$ cat config.mk
export PLATFORM = sky130hd
export DESIGN_NAME = uart_rx
export DESIGN_NICKNAME = d
export VERILOG_FILES = /design/src/rtl/neurocore_pkg.sv /design/src/rtl/uart_rx_sync.sv /design/src/rtl/uart_rx.sv
export SDC_FILE = /design/constraint.sdc
export NUM_CORES = 1
export LEC_CHECK = 0
export CAP_MARGIN = 15
export CORE_MARGIN = 1.5
export CORE_UTILIZATION = 28
export CTS_BUF_LIST = sky130_fd_sc_hd__clkbuf_8
export CTS_CLUSTER_DIAMETER = 50
export DETAILED_ROUTE_END_ITERATION = 16
export PLACE_DENSITY_LB_ADDON = 0.1
export SLEW_MARGIN = 5
export SYNTH_ARGS = -nofsm -noshare
export SYNTH_HDL_FRONTEND = slang
export SYNTH_HIERARCHICAL = 1
export SYNTH_SLANG_ARGS = --single-unit
export TNS_END_PERCENT = 30
$ cat constraint.sdc
create_clock -name CLK -period 4.33 [get_ports CLK]
set_clock_uncertainty 0.15 [all_clocks]
set_input_delay 0.433 -clock CLK [delete_from_list [all_inputs] [get_ports CLK]]
set_output_delay 0.433 -clock CLK [all_outputs]
set_load 0.01 [all_outputs]
$ cat src/rtl/neurocore_pkg.sv
// Shared definitions for the neurocore UART receive path: data width,
// receiver state encoding and the even-parity helper.
package neurocore_pkg;

  localparam int UART_DATA_BITS = 8;

  typedef enum logic [2:0] {
    UART_IDLE      = 3'd0,
    UART_START     = 3'd1,
    UART_DATA      = 3'd2,
    UART_PARITY    = 3'd3,
    UART_STOP      = 3'd4,
    UART_WAIT_IDLE = 3'd5
  } uart_rx_state_t;

  // Even parity: the transmitted parity bit equals the XOR of the data bits.
  function automatic logic even_parity(input logic [UART_DATA_BITS-1:0] d);
    return ^d;
  endfunction

endpackage

$ cat src/rtl/uart_rx_sync.sv
// Two-flop synchroniser for the asynchronous serial line. Resets to 1 so an
// idle line does not look like a start edge when reset is released.
module uart_rx_sync (
  input  logic CLK,
  input  logic RESET,
  input  logic d,
  output logic q
);

  logic meta;

  // Metastability filter: d -> meta -> q.
  always_ff @(posedge CLK or posedge RESET) begin
    if (RESET) begin
      meta <= 1'b1;
      q    <= 1'b1;
    end else begin
      meta <= d;
      q    <= meta;
    end
  end

endmodule

$ cat src/rtl/uart_rx.sv
// UART receiver, 8 data bits, LSB first, one stop bit, with a single-entry
// holding register and valid/ready hand-off.
// Optional feature: define UART_RX_PARITY_EN for an even-parity bit after
// data bit 7 (8E1). Without it the frame is 8N1 and parity_err is tied low.
//
// state          | meaning
// ---------------+-----------------------------------------------------------
// UART_IDLE      | line idle, waiting for a high-to-low edge
// UART_START     | half a bit in, confirming the start bit is still low
// UART_DATA      | sampling 8 data bits at bit centres
// UART_PARITY    | sampling the even-parity bit (UART_RX_PARITY_EN only)
// UART_STOP      | sampling the stop bit, accept or flag a framing error
// UART_WAIT_IDLE | bad stop bit seen, waiting for the line to return high
module uart_rx
  import neurocore_pkg::*;
#(
  parameter int CLKS_PER_BIT = 434
) (
  input  logic       CLK,
  input  logic       RESET,
  input  logic       RXD,
  output logic [7:0] rx_data,
  output logic       rx_valid,
  input  logic       rx_ready,
  output logic       frame_err,
  output logic       overrun_err,
  output logic       parity_err,
  output logic       busy
);

  if (CLKS_PER_BIT < 4 || CLKS_PER_BIT > 65535) begin : g_bad_cfg
    $error("uart_rx: CLKS_PER_BIT must be in 4..65535");
  end

  // Timers are down-counters loaded with (interval - 1) and acted on at zero.
  localparam logic [15:0] BIT_LOAD  = 16'(CLKS_PER_BIT - 1);
  localparam logic [15:0] HALF_LOAD = 16'(CLKS_PER_BIT / 2 - 1);
  localparam logic [2:0]  LAST_BIT  = 3'(UART_DATA_BITS - 1);

  logic                      rxd_s;
  logic                      rxd_prev;
  uart_rx_state_t            state;
  logic [15:0]               cnt;
  logic                      tick;
  logic [2:0]                bit_cnt;
  logic [UART_DATA_BITS-1:0] shift_reg;
  logic                      accept;
  logic                      stop_bad;
`ifdef UART_RX_PARITY_EN
  logic                      par_bad;
  logic                      par_mismatch;
`endif

  uart_rx_sync u_sync (
    .CLK   (CLK),
    .RESET (RESET),
    .d     (RXD),
    .q     (rxd_s)
  );

  assign tick = (cnt == 16'd0);
  assign busy = (state != UART_IDLE);

  // Frame sequencing: start detection, bit-centre sampling and stop handling.
  always_ff @(posedge CLK or posedge RESET) begin
    if (RESET) begin
      state     <= UART_IDLE;
      cnt       <= 16'd0;
      bit_cnt   <= 3'd0;
      shift_reg <= '0;
      rxd_prev  <= 1'b1;
`ifdef UART_RX_PARITY_EN
      par_bad   <= 1'b0;
`endif
    end else begin
      rxd_prev <= rxd_s;
      case (state)
        UART_IDLE: begin
          if (rxd_prev && !rxd_s) begin
            state   <= UART_START;
            cnt     <= HALF_LOAD;
            bit_cnt <= 3'd0;
`ifdef UART_RX_PARITY_EN
            par_bad <= 1'b0;
`endif
          end
        end
        UART_START: begin
          if (!tick) begin
            cnt <= cnt - 16'd1;
          end else if (!rxd_s) begin
            state <= UART_DATA;
            cnt   <= BIT_LOAD;
          end else begin
            // Glitch shorter than half a bit: drop it silently.
            state <= UART_IDLE;
          end
        end
        UART_DATA: begin
          if (!tick) begin
            cnt <= cnt - 16'd1;
          end else begin
            shift_reg <= {rxd_s, shift_reg[UART_DATA_BITS-1:1]};
            cnt       <= BIT_LOAD;
            if (bit_cnt == LAST_BIT) begin
`ifdef UART_RX_PARITY_EN
              state <= UART_PARITY;
`else
              state <= UART_STOP;
`endif
            end else begin
              bit_cnt <= bit_cnt + 3'd1;
            end
          end
        end
`ifdef UART_RX_PARITY_EN
        UART_PARITY: begin
          if (!tick) begin
            cnt <= cnt - 16'd1;
          end else begin
            par_bad <= par_mismatch;
            cnt     <= BIT_LOAD;
            state   <= UART_STOP;
          end
        end
`endif
        UART_STOP: begin
          if (!tick) begin
            cnt <= cnt - 16'd1;
          end else if (rxd_s) begin
            state <= UART_IDLE;
          end else begin
            state <= UART_WAIT_IDLE;
          end
        end
        UART_WAIT_IDLE: begin
          // A held-low break stays here so it raises only one frame_err.
          if (rxd_s) begin
            state <= UART_IDLE;
          end
        end
        default: state <= UART_IDLE;
      endcase
    end
  end

  // Frame verdicts at the stop (and parity) sample points.
  always_comb begin
    accept   = 1'b0;
    stop_bad = 1'b0;
`ifdef UART_RX_PARITY_EN
    par_mismatch = 1'b0;
    if (state == UART_PARITY && tick) begin
      par_mismatch = (rxd_s != even_parity(shift_reg));
    end
    // A parity failure already reported the frame; the stop bit only decides
    // where to go next, so the error pulses stay exclusive.
    if (state == UART_STOP && tick && !par_bad) begin
      accept   = rxd_s;
      stop_bad = !rxd_s;
    end
`else
    if (state == UART_STOP && tick) begin
      accept   = rxd_s;
      stop_bad = !rxd_s;
    end
`endif
  end

  // Holding register hand-off plus frame/overrun error pulses.
  always_ff @(posedge CLK or posedge RESET) begin
    if (RESET) begin
      rx_data     <= 8'd0;
      rx_valid    <= 1'b0;
      frame_err   <= 1'b0;
      overrun_err <= 1'b0;
    end else begin
      frame_err   <= stop_bad;
      overrun_err <= accept && rx_valid && !rx_ready;
      if (accept && (!rx_valid || rx_ready)) begin
        rx_data  <= shift_reg;
        rx_valid <= 1'b1;
      end else if (rx_valid && rx_ready) begin
        rx_valid <= 1'b0;
      end
    end
  end

`ifdef UART_RX_PARITY_EN
  // Parity error pulse, raised at the parity sample point.
  always_ff @(posedge CLK or posedge RESET) begin
    if (RESET) begin
      parity_err <= 1'b0;
    end else begin
      parity_err <= par_mismatch;
    end
  end
`else
  assign parity_err = 1'b0;
`endif

endmodule

== After elaboration in Yosys (flattened, before gate mapping) ==
Index checks and enable logic that the tools add are counted.
Widths: inputs -> output; s select.

* Register bits after elaboration: 44
* Input port bits: 4

* Equality and inequality tests: 14
* Reduce and logical (&&, ||, !) cells: 20
* Add/sub/neg operators: 2
* Mux-type cells: 23

{| class="wikitable"
|+ Operators with widths
! cell !! count
|-
| $mux 16 || 5
|-
| $pmux 16 s4 || 1
|-
| $mux 3 || 10
|-
| $logic_not 16->1 || 1
|-
| $sub 16x1->16 const B || 1
|-
| $pmux 3 s5 || 1
|-
| $ne 2x2->1 const B || 7
|-
| $eq 3x3->1 const B || 3
|-
| $reduce_and 4->1 || 2
|-
| $logic_and 1x1->1 || 6
|-
| $pmux 3 s2 || 1
|-
| $reduce_and 6->1 || 1
|-
| $mux 1 || 4
|-
| $reduce_bool 2->1 || 2
|-
| $reduce_bool 4->1 || 1
|-
| $add 3x1->3 const B || 1
|-
| $eq 3x1->1 const B || 1
|-
| $eq 3x2->1 const B || 1
|-
| $logic_not 1->1 || 3
|-
| $logic_not 3->1 || 1
|-
| $ne 3x3->1 const B || 1
|-
| $reduce_bool 3->1 || 1
|-
| $mux 2 || 1
|-
| $ne 2x1->1 const B || 1
|-
| other kinds (2) || 2
|}

== Logic depth before layout (Yosys ltp) ==
Gate-level depths: netlist of run 1.

* Depth in word-level cells: 5
* Mapped depth: 8

== By module ==
Netlist of run 1, hierarchy kept.

{| class="wikitable"
|+ By module, submodules not included
! module !! cells each !! sequential area each (sq um) !! instances !! area an instance (sq um)
|-
| uart_rx || 211 || 1052.3 || 1 || 2210.9
|-
| uart_rx_sync || 3 || 52.6 || 1 || 56.3
|}

== Worst setup path before layout of run 1 ==
No wires, ideal clock.

* Path kind: flip-flop to flip-flop
* Start point: reg cnt[0]
* End point: reg cnt[5]
* Clock period less this slack: 2.508 ns
* Cell stages (with the launch flop): 9
* Path slack: 1.822 ns
* Required time: 4.053 ns
* Data arrival time: 2.230 ns
* Path buffers: 1
* Cell sequence: dfrtp_1 > inv_1 > ha_1 > or3b_2 > nor4_4 > a31o_2 > buf_6 > nand2_4 > mux2_1

* Cells in the longest elaborated chain, start to end: 3

{| class="wikitable"
|+ Ends and longest elaborated chain
! element !! line !! text
|-
| from (decl) || uart_rx.sv:43 || <nowiki>logic [15:0] cnt;</nowiki>
|-
| from (signal assigned) || uart_rx.sv:90 || <nowiki>cnt <= cnt - 16'd1;</nowiki>
|-
| from (signal assigned) || uart_rx.sv:101 || <nowiki>cnt <= cnt - 16'd1;</nowiki>
|-
| from (signal assigned) || uart_rx.sv:129 || <nowiki>cnt <= cnt - 16'd1;</nowiki>
|-
| $sub 16x1->16 or $logic_not 16->1 (tied branches) || - ||
|-
| $mux 16, or another cell as far along || uart_rx.sv:128 || <nowiki>if (!tick) begin</nowiki>
|-
| $pmux 16 s4 or $reduce_and 4->1 (tied branches) || - ||
|}

Several ways; a longest one is shown, not always the timed one. The select of a mux whose other input is x is not followed.
A chain may end at the register's enable or synchronous reset.

== Worst setup path in the final report of run 1 ==
* Start point: reg cnt[0]
* End point: reg cnt[6]

The elaborated chain is that of the path after synthesis.

==> results.md, run 1 <==
Outcome:
- The run finished with clean final reports.

Job:
- The number of violations of the max-capacitance limit is 0.

Worst setup path:
- The largest fanout of any net on the critical path is 11.
- The data arrival at the endpoint of the critical path is 2.84 ns.
- STA classifies the critical path endpoint as a flip-flop.
- STA puts the critical path data required time at 4.35 ns.
- The worst setup path is of the flip-flop to flip-flop kind.
- STA classifies the critical path startpoint as a flip-flop.
- The delay contributed by the slowest stage of the critical path is 0.51 ns.
- The kind of cell with the highest combined delay on the critical path is simple AND/OR/NAND/NOR gates.
- The library cell contributing the largest single delay on the critical path is sky130_fd_sc_hd__or3b_2.
- Counting both buffers and inverters, the worst setup path holds a total of 1.
- Walking the worst path, the cells encountered are inv_1 -> ha_1 -> or3b_2 -> nor4_4 -> a31o_2 -> and2_1 -> o22ai_1.

Synthesis:
- After synthesis, the most frequently instantiated cells are 41 x sky130_fd_sc_hd__dfrtp_1, 16 x sky130_fd_sc_hd__mux2_2, 15 x sky130_fd_sc_hd__nor2_1, 10 x sky130_fd_sc_hd__inv_1.
- In this run, synthesis inferred 0 flip-flops with an integrated enable.
- The mapped netlist covers 2270 um^2.
- Of the synthesized area, sequential elements account for 0.487.
- After synthesis, the share of flip-flops with an asynchronous set or reset is 1.00.
- The area fraction of the dominant cell type after synthesis is 0.453.
- The cell taking the most area after synthesis is sky130_fd_sc_hd__dfrtp_1.
- The average instance in the mapped netlist occupies 10.6 um^2.
- Among all flip-flop cells after synthesis, the most frequent one is sky130_fd_sc_hd__dfrtp_1.
- In the post-synthesis netlist, the biggest area contributors are sky130_fd_sc_hd__dfrtp_1 45%, sky130_fd_sc_hd__mux2_2 7.9%, sky130_fd_sc_hd__dfstp_2 3.5%.
- During synthesis, Yosys emitted a total of 6 warnings.
- The gate count after technology mapping is 214.
- Among all cell types in the netlist, the one instantiated most often is sky130_fd_sc_hd__dfrtp_1.
- The number of distinct library cells after synthesis is 53.
- The post-synthesis register bit count is 44.
- Counting every net in the synthesized netlist gives 221.

STA:
- After layout, the minimum clock period comes to 2.82 ns.
- The final setup slack of the worst path is 1.51 ns.
- The post-route worst hold slack is 0.212 ns.
- The share of the cycle needed by the critical path after routing is 0.651.
- The setup total negative slack is 0 ns.
- The number of hold-slack violations in the final timing report is 0.
- The transition time at the pin with the least slew margin is 0.874 ns.
- Derived from the worst setup path, the maximum achievable clock frequency is 354 MHz.
- The total of endpoints with negative setup slack in the final report is 0.
- The headroom to the max-slew limit is 0.415.
- The number of pins exceeding their max-slew limit in the final report is 0.
- Setup repair after global routing left no endpoint under its margin.

Layout:
- Once layout is done, the placed cells without fillers occupy 2620 um^2.
- The count of fill cells added during filler insertion is 818.
- The flip-flop count of the largest register after layout is 16.
- 0 antenna diodes ended up in the layout.
- The final standard cell count with taps included and fillers excluded is 330.
- From synthesis to final layout, the design area changed by 15.7%.
- Once layout is complete, the utilization of the core stands at 0.338.
- The final layout net count is 234.
- In the final layout, the share of cells above drive strength 1 is 0.171.

Detailed routing:
- After detailed routing, the number of vias per cell comes to 5.15.
- The number of optimization iterations in the first detailed-route pass is 4.
- The routed wire length is 5.13 mm.
- The post-detailed-route DRC marker count is 0.
- Once detail routing completed, the nets flagged for antenna violations numbered 0.
- The vias after detailed routing is 1700.
- The DRC violation total after the first TritonRoute iteration is 64.
- The post-detailed-route wirelength per cell is 15.5 um.

GRT:
- The residual overflow from global routing is 0.
- Entering global routing, the biggest net connects 43 pins.
- The initial antenna violation count is 0.
- The via count of the first global-routing pass is 1666.
- For this run, the total global-route usage over all layers was measured as 0.126.
- The first global-routing pass estimated 8.50 mm of wire.

Power and ir drop:
- Of the total power, combinational logic draws 0.258.
- The reported leakage power is 1.13 nW.
- Of the total power, the share spent switching nets is 0.345.
- Power comes to 1.17 mW.
- Power spread over the standard cell area amounts to 445 nW/um^2.
- The switching power is 403 uW.
- The maximum vdd drop is 0.141 mV.
- The share of total power dissipated in sequential elements is 0.462.
- The internal power of the cells totals 765 uW.
- Of the total power, the clock network draws 0.280.

CTS:
- The tree is rooted in a sky130_fd_sc_hd__clkbuf_8.
- The TritonCTS sink count is 44.
- The number of resized instances in the post-cts repair step is 0.
- The number of setup buffers added after CTS is 0.
- TritonCTS built the clock tree.
- Clock latency on the worst-skew pair, taken at its later pin, is 0.30 ns.
- Clock-pin slew was measured on the worst setup and hold paths at 0.09 ns.
- The clock passes through at most 2 buffers.
- The number of levels in the clock H-tree is 2.
- The total CTS buffers is 5.
- The hold buffer count at CTS is 0.

Placement:
- The half-perimeter wire length of the detailed placement result is 3.49 mm.
- In this run, placement finished with an instance count of 322.
- The last weighted congestion value of the routability-driven placer is 0.705.
- Port buffering added 15 buffers.
- Once placement finished, the instance area stood at 2510 um^2.
- The placement-stage worst setup slack is 1.52 ns.

Die:
- The die span in x is 93.0 um.
- The initial utilization of the core area, before any placement, comes to 0.292.
- The number of rows in the core area is 32.
- The die covers 8650 um^2.
- 17 I/O pins were placed.
- The floorplan step defined a core boundary enclosing 7770 um^2.
- The floorplan step set the die height to 93.0 um.

Min path:
- The type of the tightest min-delay check is flip-flop to flip-flop.
-- layer usage --
metal	up-vias	routed length, um	track usage
li1	828	-	-
met1	845	2530	0.174
met2	22	2410	0.198
met3	5	128	0.0268
met4	0	61	0.0391
met5	-	0	0
-- layout make-up --
cell class                      count  area (um^2)  area share
Inverter                           10         37.5      0.0143
Multi-Input combinational cell    148         1060       0.406
Clock inverter                      3         47.5      0.0181
Sequential cell                    44         1100       0.421
Clock buffer                        5         68.8      0.0262
Tap cell                          102          128      0.0486
Timing Repair Buffer               18          173      0.0658
-- placed cells by master (no fill, tap or decap), drive strengths merged, types with 3 or more instances in the layout --
cell type	Yosys	final
o21ai	7	7
clkinv	0	3
nand3	10	10
inv	10	9
buf	5	3
nor4	7	7
or4	6	6
nor3	7	7
mux2i	5	5
o22ai	3	3
nand2b	4	4
o31ai	3	3
nor2	15	15
ha	3	3
dfstp	3	3
mux2	17	17
nand2	10	10
clkbuf	7	5
clkdlybuf4s50	0	15
a31oi	6	6
nand4	4	4
dfrtp	41	41
o21a	5	5
a21oi	5	5
-- final timing paths --
path	startpoint	to	slack [ns]	cells past startpoint
worst max register to register	cnt[0]	cnt[6]	1.51	7
worst min-delay path	u_sync/meta	u_sync/q	0.21	0
worst min register to register	u_sync/meta	u_sync/q	0.21	0
min in group asynchronous	RESET	u_sync/q	0.34	2
worst max-delay path	cnt[0]	cnt[6]	1.51	7
max in group asynchronous	RESET	cnt[2]	3.21	3
-- cell families after synthesis --
| logic type | after synthesis | synth area share |
|---|---|---|
| AO/OA/AOI/OAI | 45 | 0.139 |
| XOR/XNOR | 1 | 0.00386 |
| adder cells (fa/ha/maj) | 3 | 0.0166 |
| buffers and inverters | 22 | 0.0430 |
| flip-flops | 44 | 0.487 |
| multiplexers | 22 | 0.107 |
| other | 1 | 0.00165 |
| AND/OR/NAND/NOR | 76 | 0.202 |
-- power by group through the flow --
| stage | logic, mW | registers, mW | clock network (mW) |
|---|---|---|---|
| after global placement | 0.308 | 0.549 | 0 |
| after global routing | 0.340 | 0.550 | 0.356 |
| after CTS | 0.305 | 0.538 | 0.338 |
| after detailed placement | 0.303 | 0.547 | 0 |
| final | 0.301 | 0.539 | 0.327 |
| after floorplan | 0.251 | 0.511 | 0 |
Note: power is estimated with default switching activity, not from simulation.
==> run 2: changes to the inputs <==
==> constraint.sdc (replaced) <==
create_clock -name CLK -period 2.4 [get_ports CLK]
set_clock_uncertainty 0.15 [all_clocks]
set_input_delay 0.24 -clock CLK [delete_from_list [all_inputs] [get_ports CLK]]
set_output_delay 0.24 -clock CLK [all_outputs]
set_load 0.01 [all_outputs]
==> run 2 against run 1 <==
  * Clock-buffer cell count did not move
  * Die area stayed put
  * Non-clock buffer count grew 42
  * Sequential power up 68%
  * First-iteration DRC count rose by 70%
  * Power increased by 100%
  * Fmax grew 23%
  * Final cell count grew 13%
  * Highest routed layer unchanged
==> results.md, run 2 (synthesized netlist as in run 1, its figures left out) <==
Outcome:
- The run finished with clean final reports.

Placement:
- The placement-stage worst setup slack is -0.127 ns (-1.65 ns).
- The half-perimeter wire length of the detailed placement result is 3.98 mm (+14%).
- The last weighted congestion value of the routability-driven placer is 0.787 (+12%).
- The instance area after placement came to 2820 um^2 (+13%).
- The cell count after placement came to 361 (+12%).
- The quantity of I/O buffers inserted on ports was 15 (unchanged).

Power and ir drop:
- The reported leakage power is 1.36 nW (+21%).
- The maximum vdd drop is 0.285 mV (+100%).
- The register share of total power is 0.383 (-0.079).
- The switching fraction of total power came to 0.337 (-0.00815).
- The internal cell power is 1.56 mW (+100%).
- The switching power is 793 uW (+97%).
- The overall power after layout was 2.36 mW (+100%).
- The relative contribution of the clock network to total power is 0.253 (-0.027).
- The power density over the cells is 782 nW/um^2 (+76%).
- The share of power burned in combinational logic came to 0.363 (+0.105).

STA:
- The upper clock frequency limit is 435 MHz (+23%).
- The setup total negative slack is 0 ns (unchanged).
- The transition time at the pin with the least slew margin is 0.679 ns (-0.195 ns).
- The headroom to the max-slew limit is 0.547 (+0.132).
- The number of hold-slack violations in the final timing report is 0 (unchanged).
- The shortest period the worst path allows was 2.30 ns (-0.523 ns).
- Setup repair after global routing left no endpoint under its margin.
- The share of the cycle needed by the critical path after routing is 0.958 (+0.306).
- The number of pins exceeding their max-slew limit in the final report was 0 (unchanged).
- The total of endpoints with negative setup slack in the final report is 0 (unchanged).
- The final setup slack of the worst path is 0.102 ns (-1.41 ns).

Worst setup path:
- STA classifies the critical path endpoint as a flip-flop.
- The data arrival at the endpoint of the critical path came to 2.34 ns (-0.50 ns).
- The required time of the worst setup path is 2.44 ns (-1.91 ns).
- The type of element launching the critical path is a flip-flop.
- The largest fanout of any net on the critical path is 8 (-3).
- The critical path is of the flip-flop to flip-flop type.

Die:
- The die area is 8650 um^2 (unchanged).
- The area of the placeable core is 7770 um^2 (unchanged).
- The initial cell density of the core is 0.292 (unchanged).
- The die span in x is 93.0 um (unchanged).
- The number of placed I/O pins was 17 (unchanged).
- The die boundary height was 93.0 um (unchanged).
- The number of rows in the core area was 32 (unchanged).

CTS:
- The clock-pin slew of the registers on the worst-case setup and hold paths was 0.09 ns (about the same).
- The total CTS buffers is 5 (unchanged).
- The clock tree from TritonCTS is done.
- The buffer levels on the longest clock path is 2 (unchanged).
- The number of levels in the clock H-tree came to 2 (unchanged).
- The TritonCTS sink count is 44 (unchanged).
- The hold buffer count at CTS is 0 (unchanged).
- The tree is rooted in a sky130_fd_sc_hd__clkbuf_8.
- The insertion delay to the later sink of the worst-skew pair came to 0.30 ns (about the same).

GRT:
- The total global-route track usage was 0.136 (+0.00998).
- The residual overflow from global routing came to 0 (unchanged).
- The largest net degree at the start of global routing is 33 (-23%).
- The initial antenna violation count is 0 (unchanged).
- The wire length of the first global-routing pass came to 9.07 mm (+6.7%).
- The via count of the first global-routing pass is 1815 (+8.9%).

Layout:
- Compared with the post-synthesis result, the final layout area differs by 32.9%.
- The count of fill cells added during filler insertion is 802 (-2.0%).
- The fraction of layout instances using a drive strength above 1 was 0.326 (+0.155).
- The most common library cell in the layout ignoring fill and taps is sky130_fd_sc_hd__buf_4.
- The number of antenna cells inserted is 0 (unchanged).
- The final layout net count is 276 (+18%).
- Leaving out fill and tap cells, the most frequent cells in the layout are 43 x sky130_fd_sc_hd__buf_4, 41 x sky130_fd_sc_hd__dfrtp_1, 16 x sky130_fd_sc_hd__mux2_2.
- The multi-input combinational cell area is 1120 um^2 (+5.5%).
- The final standard cell count with taps included and fillers excluded is 372 (+13%).
- The flip-flop count of the largest register after layout came to 16 (unchanged).
- The sequential cell area is 1100 um^2 (unchanged).
- The finished layout cell area came to 3010 um^2 (+15%).

Detailed routing:
- The post-detailed-route DRC marker count is 0 (unchanged).
- The routed wire length is 5.40 mm (+5.4%).
- The vias after detailed routing was 1854 (+9.1%).
- The DRC violation total after the first TritonRoute iteration is 109 (+70%).
- The post-detailed-route wirelength per cell came to 14.5 um (-6.5%).
- The ratio of routed vias to standard cells is 4.98 (-3.3%).
- The number of optimization iterations in the first detailed-route pass is 4 (unchanged).
- The remaining number of nets flagged by the antenna check after routing is 0 (unchanged).

Job:
- The number of violations of the max-capacitance limit is 0 (unchanged).

Min path:
- The worst hold path belongs to the class primary input to asynchronous set/reset pin.
==> run 2: routing by layer <==
layer	wire [um]	part of all wire	GRT usage	vias up
met5	0	0	0	-
met4	65	0.012	0.0543	0
met3	201	0.037	0.0285	7
met2	2540	0.47	0.204	33
met1	2600	0.48	0.192	901
li1	-	-	-	913
==> run 2: layout make-up <==
| class | count | area share |
|---|---|---|
| Multi-Input combinational cell | 148 | 0.373 |
| Sequential cell | 44 | 0.367 |
| Timing Repair Buffer | 60 | 0.167 |
| Tap cell | 102 | 0.0424 |
| Clock buffer | 5 | 0.0228 |
| Clock inverter | 3 | 0.0154 |
| Inverter | 10 | 0.0125 |
==> run 2: critical path, stage by stage, from the launching register on <==
cell                      delay [ns]
sky130_fd_sc_hd__dfrtp_1        0.39
sky130_fd_sc_hd__or4_4          0.58
sky130_fd_sc_hd__nor4_4         0.36
sky130_fd_sc_hd__buf_6          0.18
sky130_fd_sc_hd__nand3_4        0.09
sky130_fd_sc_hd__buf_12         0.16
sky130_fd_sc_hd__mux2_2         0.26
==> run 2: final timing paths <==
check | startpoint | to | slack [ns] | depth (start not counted)
min in group CLK | RXD | u_sync/meta | 0.19 | 1
max in group asynchronous | RESET | cnt[14] | 1.30 | 3
worst max register to register | cnt[13] | shift_reg[0] | 0.10 | 6
worst max-delay path | cnt[13] | shift_reg[0] | 0.10 | 6
worst min-delay path | RESET | u_sync/meta | 0.15 | 2
worst min register to register | u_sync/meta | u_sync/q | 0.21 | 0
==> run 2: power groups by stage <==
stage / logic [mW] / registers, mW / clock network, mW
floorplan: 0.465 / 0.924 / 0
global placement: 0.838 / 0.910 / 0
detailed placement: 0.824 / 0.908 / 0
CTS: 0.828 / 0.895 / 0.610
global route: 0.950 / 0.919 / 0.635
finish: 0.856 / 0.903 / 0.597
==> run 2: metrics by stage <==
step	hold slack (ns)	utilization
after floorplan	0.00150	-
after global placement	0.199	0.363
after detailed placement	0.200	0.363
after CTS	0.144	0.380
after global routing	0.178	0.388
final	0.147	0.388
==> run 2: timing repair <==
| action | CTS | global route |
|---|---|---|
| endpoints found under the setup margin | 16 | 30 |
| setup buffers | 0 | 3 |
| gates resized for setup | 2 | 8 |
| pin swaps | 0 | 1 |
==> RTL change 1, RTL diff (flow settings as in run 2) <==
Add a define of `UART_RX_PARITY_EN`.
--- a/src/rtl/uart_rx.sv
+++ b/src/rtl/uart_rx.sv
@@ -11,6 +11,8 @@
 // UART_PARITY    | sampling the even-parity bit (UART_RX_PARITY_EN only)
 // UART_STOP      | sampling the stop bit, accept or flag a framing error
 // UART_WAIT_IDLE | bad stop bit seen, waiting for the line to return high
+`define UART_RX_PARITY_EN
+
 module uart_rx
   import neurocore_pkg::*;
 #(
Function: same outputs for any inputs over 10 cycles, from zero or initial values and one cycle with RESET high; that may be too few to reach the edited logic, so the function may still have changed.
==> RTL change 1 against run 2 <==
- sequential share of layout area is 3.2 points higher
- synthesized area is 4.0% higher
- die area is 3.8% higher
- total power is 13% lower
- setup slack better by 0.031 ns
- design area is 3.8% lower
- routed wire length is 3.0% lower
- sequential cell count is 2 higher
- critical path type unchanged
==> RTL change 1: results (changes against run 2) <==
clock distribution power 510 uW (was 597 uW); pin count of the biggest net entering global routing 29 (was 33); routability congestion estimate 0.814 (was 0.787); total length of routed met3 wires 136 um (was 201 um); overall track demand over capacity in global routing 13.2% (was 13.6%); parity-gate share of the synthesized area counting xor and xnor cells 2.97% (was 0.386%); Detail Placement HPWL 3800 um (was 3980 um); switching share of power 34.6% (was 33.7%); count of non-filler cells in the finished layout 368 (was 372); count of cells along the worst register-to-register path 9 (was 6); seq pwr 939 uW (was 903 uW); met2 usage 20.9% (was 20.4%); top cell types by occurrence after synthesis sky130_fd_sc_hd__dfrtp_1, sky130_fd_sc_hd__nand2_1, sky130_fd_sc_hd__nor2_1 (was sky130_fd_sc_hd__dfrtp_1, sky130_fd_sc_hd__mux2_2, sky130_fd_sc_hd__nor2_1); worst voltage drop across the vdd grid 223 uV (was 285 uV); standard cell with the maximum stage delay on the critical path sky130_fd_sc_hd__a221o_1 (was sky130_fd_sc_hd__or4_4); Leak 1.30 nW (was 1.36 nW); worst hold slack across all endpoints 0.151 ns (was 0.147 ns); status finished, final reports clean (unchanged); total wire length after detailed routing 5240 um (was 5400 um); Worst Max-Slew Pin Slew 0.586 ns (was 0.679 ns); syn_nets 231 (was 221); Iter 0 DRT Violations 42 (was 109); met1 Resource Use GR 18.0% (was 19.2%); leading cell types by total area after synthesis sky130_fd_sc_hd__dfrtp_1, sky130_fd_sc_hd__mux2_2, sky130_fd_sc_hd__dfstp_2 (unchanged); longest individual stage delay on the worst path 0.44 ns (was 0.58 ns); capturing element type of the critical path flop (unchanged); first-pass GRT wire length 9250 um (was 9070 um); post-placement cell count 357 (was 361); post-CTS resize count 0 (was 2); fin crit period 2.27 ns (was 2.30 ns); # fillers 849 (was 802); detailed-route via count 1,771 (was 1,854); Area after DPL 0.00278 mm^2 (was 0.00282 mm^2); count of buffers from port buffering 16 (was 15); fraction of synthesized area in multiplexers 8.49% (was 10.7%); startpoint of the most critical setup path cnt[0] (was cnt[13]); arrival time worst endpoint 2.31 ns (was 2.34 ns); sequential element share of the synthesized area 49.0% (was 48.7%); post-layout net count 270 (was 276); FF-to-FF End cnt[11] (was shift_reg[0]); global routing met3 resource utilization 2.90% (was 2.85%); internal power 1.34 mW (was 1.56 mW); via count of the first global-routing pass 1,857 (was 1,815); Synth Area in Adders 2.12% (was 1.66%); area fraction in compound gates after synthesis 15.1% (was 13.9%); wire length on met2 2410 um (was 2540 um)
## RTL change 1: cell count changes in the layout (fill, tap and decap cells not counted), sizes merged, moves of 3 or more
cell          run 2  this run
mux2i             5         2
a22o              2         5
o21ai             7        15
nor2b             1         5
or4               6         1
nand2            10        19
nand4             4         1
xnor2             1         7
a31oi             6         3
buf              45        24
o21a              5         1
a21o              1         6
## RTL change 1: worst max-delay path, delay by kind of cell (launching register included)
kind / cells / cell delay (ns)
AO/OA/AOI/OAI: 3 / 0.76
buffers and inverters: 2 / 0.28
adder cells (fa/ha/maj): 1 / 0.19
flip-flops: 1 / 0.39
AND/OR/NAND/NOR: 3 / 0.38
## RTL change 1: layout make-up
type,count,area (um^2),area share [%]
Inverter,9,33.8,1.17
Clock inverter,3,23.8,0.820
Multi-Input combinational cell,160,1130,39.1
Tap cell,105,131,4.53
Sequential cell,46,1150,39.8
Clock buffer,5,68.8,2.37
Timing Repair Buffer,40,353,12.2
==> RTL change 2, RTL diff (flow settings as in run 2) <==
Made on the original files. Re-encode `uart_rx_state_t` (6 states) as one-hot, 6 bits wide.
--- a/src/rtl/neurocore_pkg.sv
+++ b/src/rtl/neurocore_pkg.sv
@@ -4,13 +4,13 @@
 
   localparam int UART_DATA_BITS = 8;
 
-  typedef enum logic [2:0] {
-    UART_IDLE      = 3'd0,
-    UART_START     = 3'd1,
-    UART_DATA      = 3'd2,
-    UART_PARITY    = 3'd3,
-    UART_STOP      = 3'd4,
-    UART_WAIT_IDLE = 3'd5
+  typedef enum logic [5:0] {
+    UART_IDLE      = 6'b000001,
+    UART_START     = 6'b000010,
+    UART_DATA      = 6'b000100,
+    UART_PARITY    = 6'b001000,
+    UART_STOP      = 6'b010000,
+    UART_WAIT_IDLE = 6'b100000
   } uart_rx_state_t;
 
   // Even parity: the transmitted parity bit equals the XOR of the data bits.
Behaviour: same outputs for any inputs over 10 cycles, from zero or initial values and one cycle with RESET high; not proved beyond that.
==> RTL change 2 against run 2 <==
- the run now ends with setup timing left
- design area rose by 4.4%
- sequential cell count rose by 2
- first-iteration DRC count fell by 13%
- synthesized cell count rose by 7.0%
- utilization fell by 1.1 points
- routed wire length rose by 13%
- setup slack got worse by 0.12 ns
- critical path depth rose by 1
- critical path type unchanged
- combinational power rose by 4.6%
- clock power fell by 17%
- via count rose by 6.6%
- synthesized area rose by 8.1%
- total power fell by 1.3%
==> RTL change 2: results (changes against run 2) <==
status finished with violations (was finished, final reports clean); violations in the final reports setup timing; Top Family by Delay on Critical Path simple AND/OR/NAND/NOR gates (unchanged); via count of the first global-routing pass 1,866 (was 1,815); leading cell types by total area after synthesis sky130_fd_sc_hd__dfrtp_1, sky130_fd_sc_hd__mux2_4, sky130_fd_sc_hd__dfstp_2 (was sky130_fd_sc_hd__dfrtp_1, sky130_fd_sc_hd__mux2_2, sky130_fd_sc_hd__dfstp_2); number of CTS-inserted buffers 5 (unchanged); Detail Placement HPWL 4300 um (was 3980 um); top cell types by occurrence after synthesis sky130_fd_sc_hd__dfrtp_1, sky130_fd_sc_hd__nor2_1, sky130_fd_sc_hd__o31ai_1 (was sky130_fd_sc_hd__dfrtp_1, sky130_fd_sc_hd__mux2_2, sky130_fd_sc_hd__nor2_1); setup TNS after final layout -0.0349 ns (was 0 ns); sequential element share of the synthesized area 47.2% (was 48.7%); share of final-layout standard cells stronger than drive strength 1 31.2% (was 32.6%); final worst slack -0.0156 ns (was 0.102 ns); Final Setup Violations 8 (was 0); number of different library cells in the post-synthesis netlist 54 (was 53); post-layout net count 286 (was 276); Synth Warn # 6 (unchanged); pin count of the biggest net entering global routing 27 (was 33); Leak 1.37 nW (was 1.36 nW); Iter 0 DRT Violations 95 (was 109); prevailing post-synth register cell sky130_fd_sc_hd__dfrtp_1 (unchanged); Slew HR 64.6% (was 54.7%); longest individual stage delay on the worst path 0.46 ns (was 0.58 ns); worst voltage drop across the vdd grid 332 uV (was 285 uV); arrival time worst endpoint 2.50 ns (was 2.34 ns); first-pass GRT wire length 9800 um (was 9070 um); maximum fanout along the worst path 3 (was 8); sequential cell area 0.00116 mm^2 (was 0.00110 mm^2); overall track demand over capacity in global routing 14.0% (was 13.6%); syn_nets 237 (was 221); # fillers 846 (was 802); antenna violations before repair 0 (unchanged); total wire length after detailed routing 6090 um (was 5400 um); CTS max path bufs 2 (unchanged); routability congestion estimate 0.804 (was 0.787); standard cell with the maximum stage delay on the critical path sky130_fd_sc_hd__or4b_4 (was sky130_fd_sc_hd__or4_4); flip-flop count of the largest register after layout 16 (unchanged); via count normalized by instance count 5.15 (was 4.98)
## RTL change 2: cell types whose count changed in the layout (fill, tap and decap cells not counted), sizes merged, moves of 3 or more
cell	change
or2	+3
o21ai	+7
nor3	+6
nand3	-6
nand4	-3
buf	-9
o31ai	+9
or4b	+3
or3	+5
o21a	-4
a211oi	+4
a31oi	-3
## RTL change 2: path summary, 6_finish.rpt
| kind | from | end | cells after the start |
|---|---|---|---|
| min in group CLK | RXD | u_sync/meta | 1 |
| max | cnt[1] | cnt[10] | 7 |
| min | RESET | rx_data[7] | 2 |
| min reg2reg | u_sync/meta | u_sync/q | 0 |
| max in group asynchronous | RESET | cnt[7] | 3 |
| max reg2reg | cnt[1] | cnt[10] | 7 |
## RTL change 2: report_power, final
part / leakage (nW) / internal, mW / switching (mW)
registers: 0.609 / 0.851 / 0.0877
logic: 0.713 / 0.411 / 0.484
clock network: 0.0441 / 0.205 / 0.288
## RTL change 2: kinds of logic (layout without fill, tap and decap cells)
family | Yosys count | after routing | synth area share (%)
AO/OA/AOI/OAI | 56 | 56 | 15.3
XOR/XNOR | 1 | 1 | 0.357
adder cells (fa/ha/maj) | 4 | 4 | 2.04
buffers and inverters | 19 | 69 | 3.62
flip-flops | 46 | 46 | 47.2
multiplexers | 20 | 20 | 10.3
other | 1 | 1 | 0.153
AND/OR/NAND/NOR | 82 | 82 | 21.1
## RTL change 2: what timing repair did
| action | 4_1_cts | 5_1_grt |
|---|---|---|
| gates cloned | 0 | 1 |
| setup endpoints to repair | 10 | 25 |
| pin swaps | 1 | 4 |
| setup buffers | 0 | 4 |
| hold endpoints to repair | 0 | 0 |
| resized for setup | 10 | 4 |
## RTL change 2: per-layer routing
| metal | part of all wire, % | track usage (%) | vias up | routed length, um |
|---|---|---|---|---|
| met5 | 0 | 0 | - | 0 |
| met4 | 1.3 | 4.95 | 0 | 78 |
| met3 | 4.1 | 2.58 | 7 | 250 |
| met2 | 45 | 20.9 | 44 | 2740 |
| met1 | 50 | 20.2 | 958 | 3020 |
| li1 | - | - | 967 | - |
## RTL change 2: stage by stage
stage | total power [mW] | cells | hold slack, ns | instance area, um^2 | setup WS [ns]
final | 2.33 | 384 | 0.135 | 3140 | -0.0156
after global routing | 2.50 | 384 | 0.146 | 3140 | -0.163
after CTS | 2.32 | 379 | 0.145 | 3080 | -0.0160
after detailed placement | 1.80 | 371 | 0.198 | 2960 | -0.0402
after global placement | 1.80 | 371 | 0.197 | 2960 | -0.0113
after floorplan | 1.45 | 229 | 0.00150 | 2460 | 0.00700
## RTL change 2: layout make-up
type / instances / share of cell area, %
Timing Repair Buffer: 52 / 15.7
Multi-Input combinational cell: 164 / 39.4
Sequential cell: 46 / 36.8
Tap cell: 105 / 4.18
Clock inverter: 3 / 0.676
Clock buffer: 5 / 2.19
Inverter: 9 / 1.07
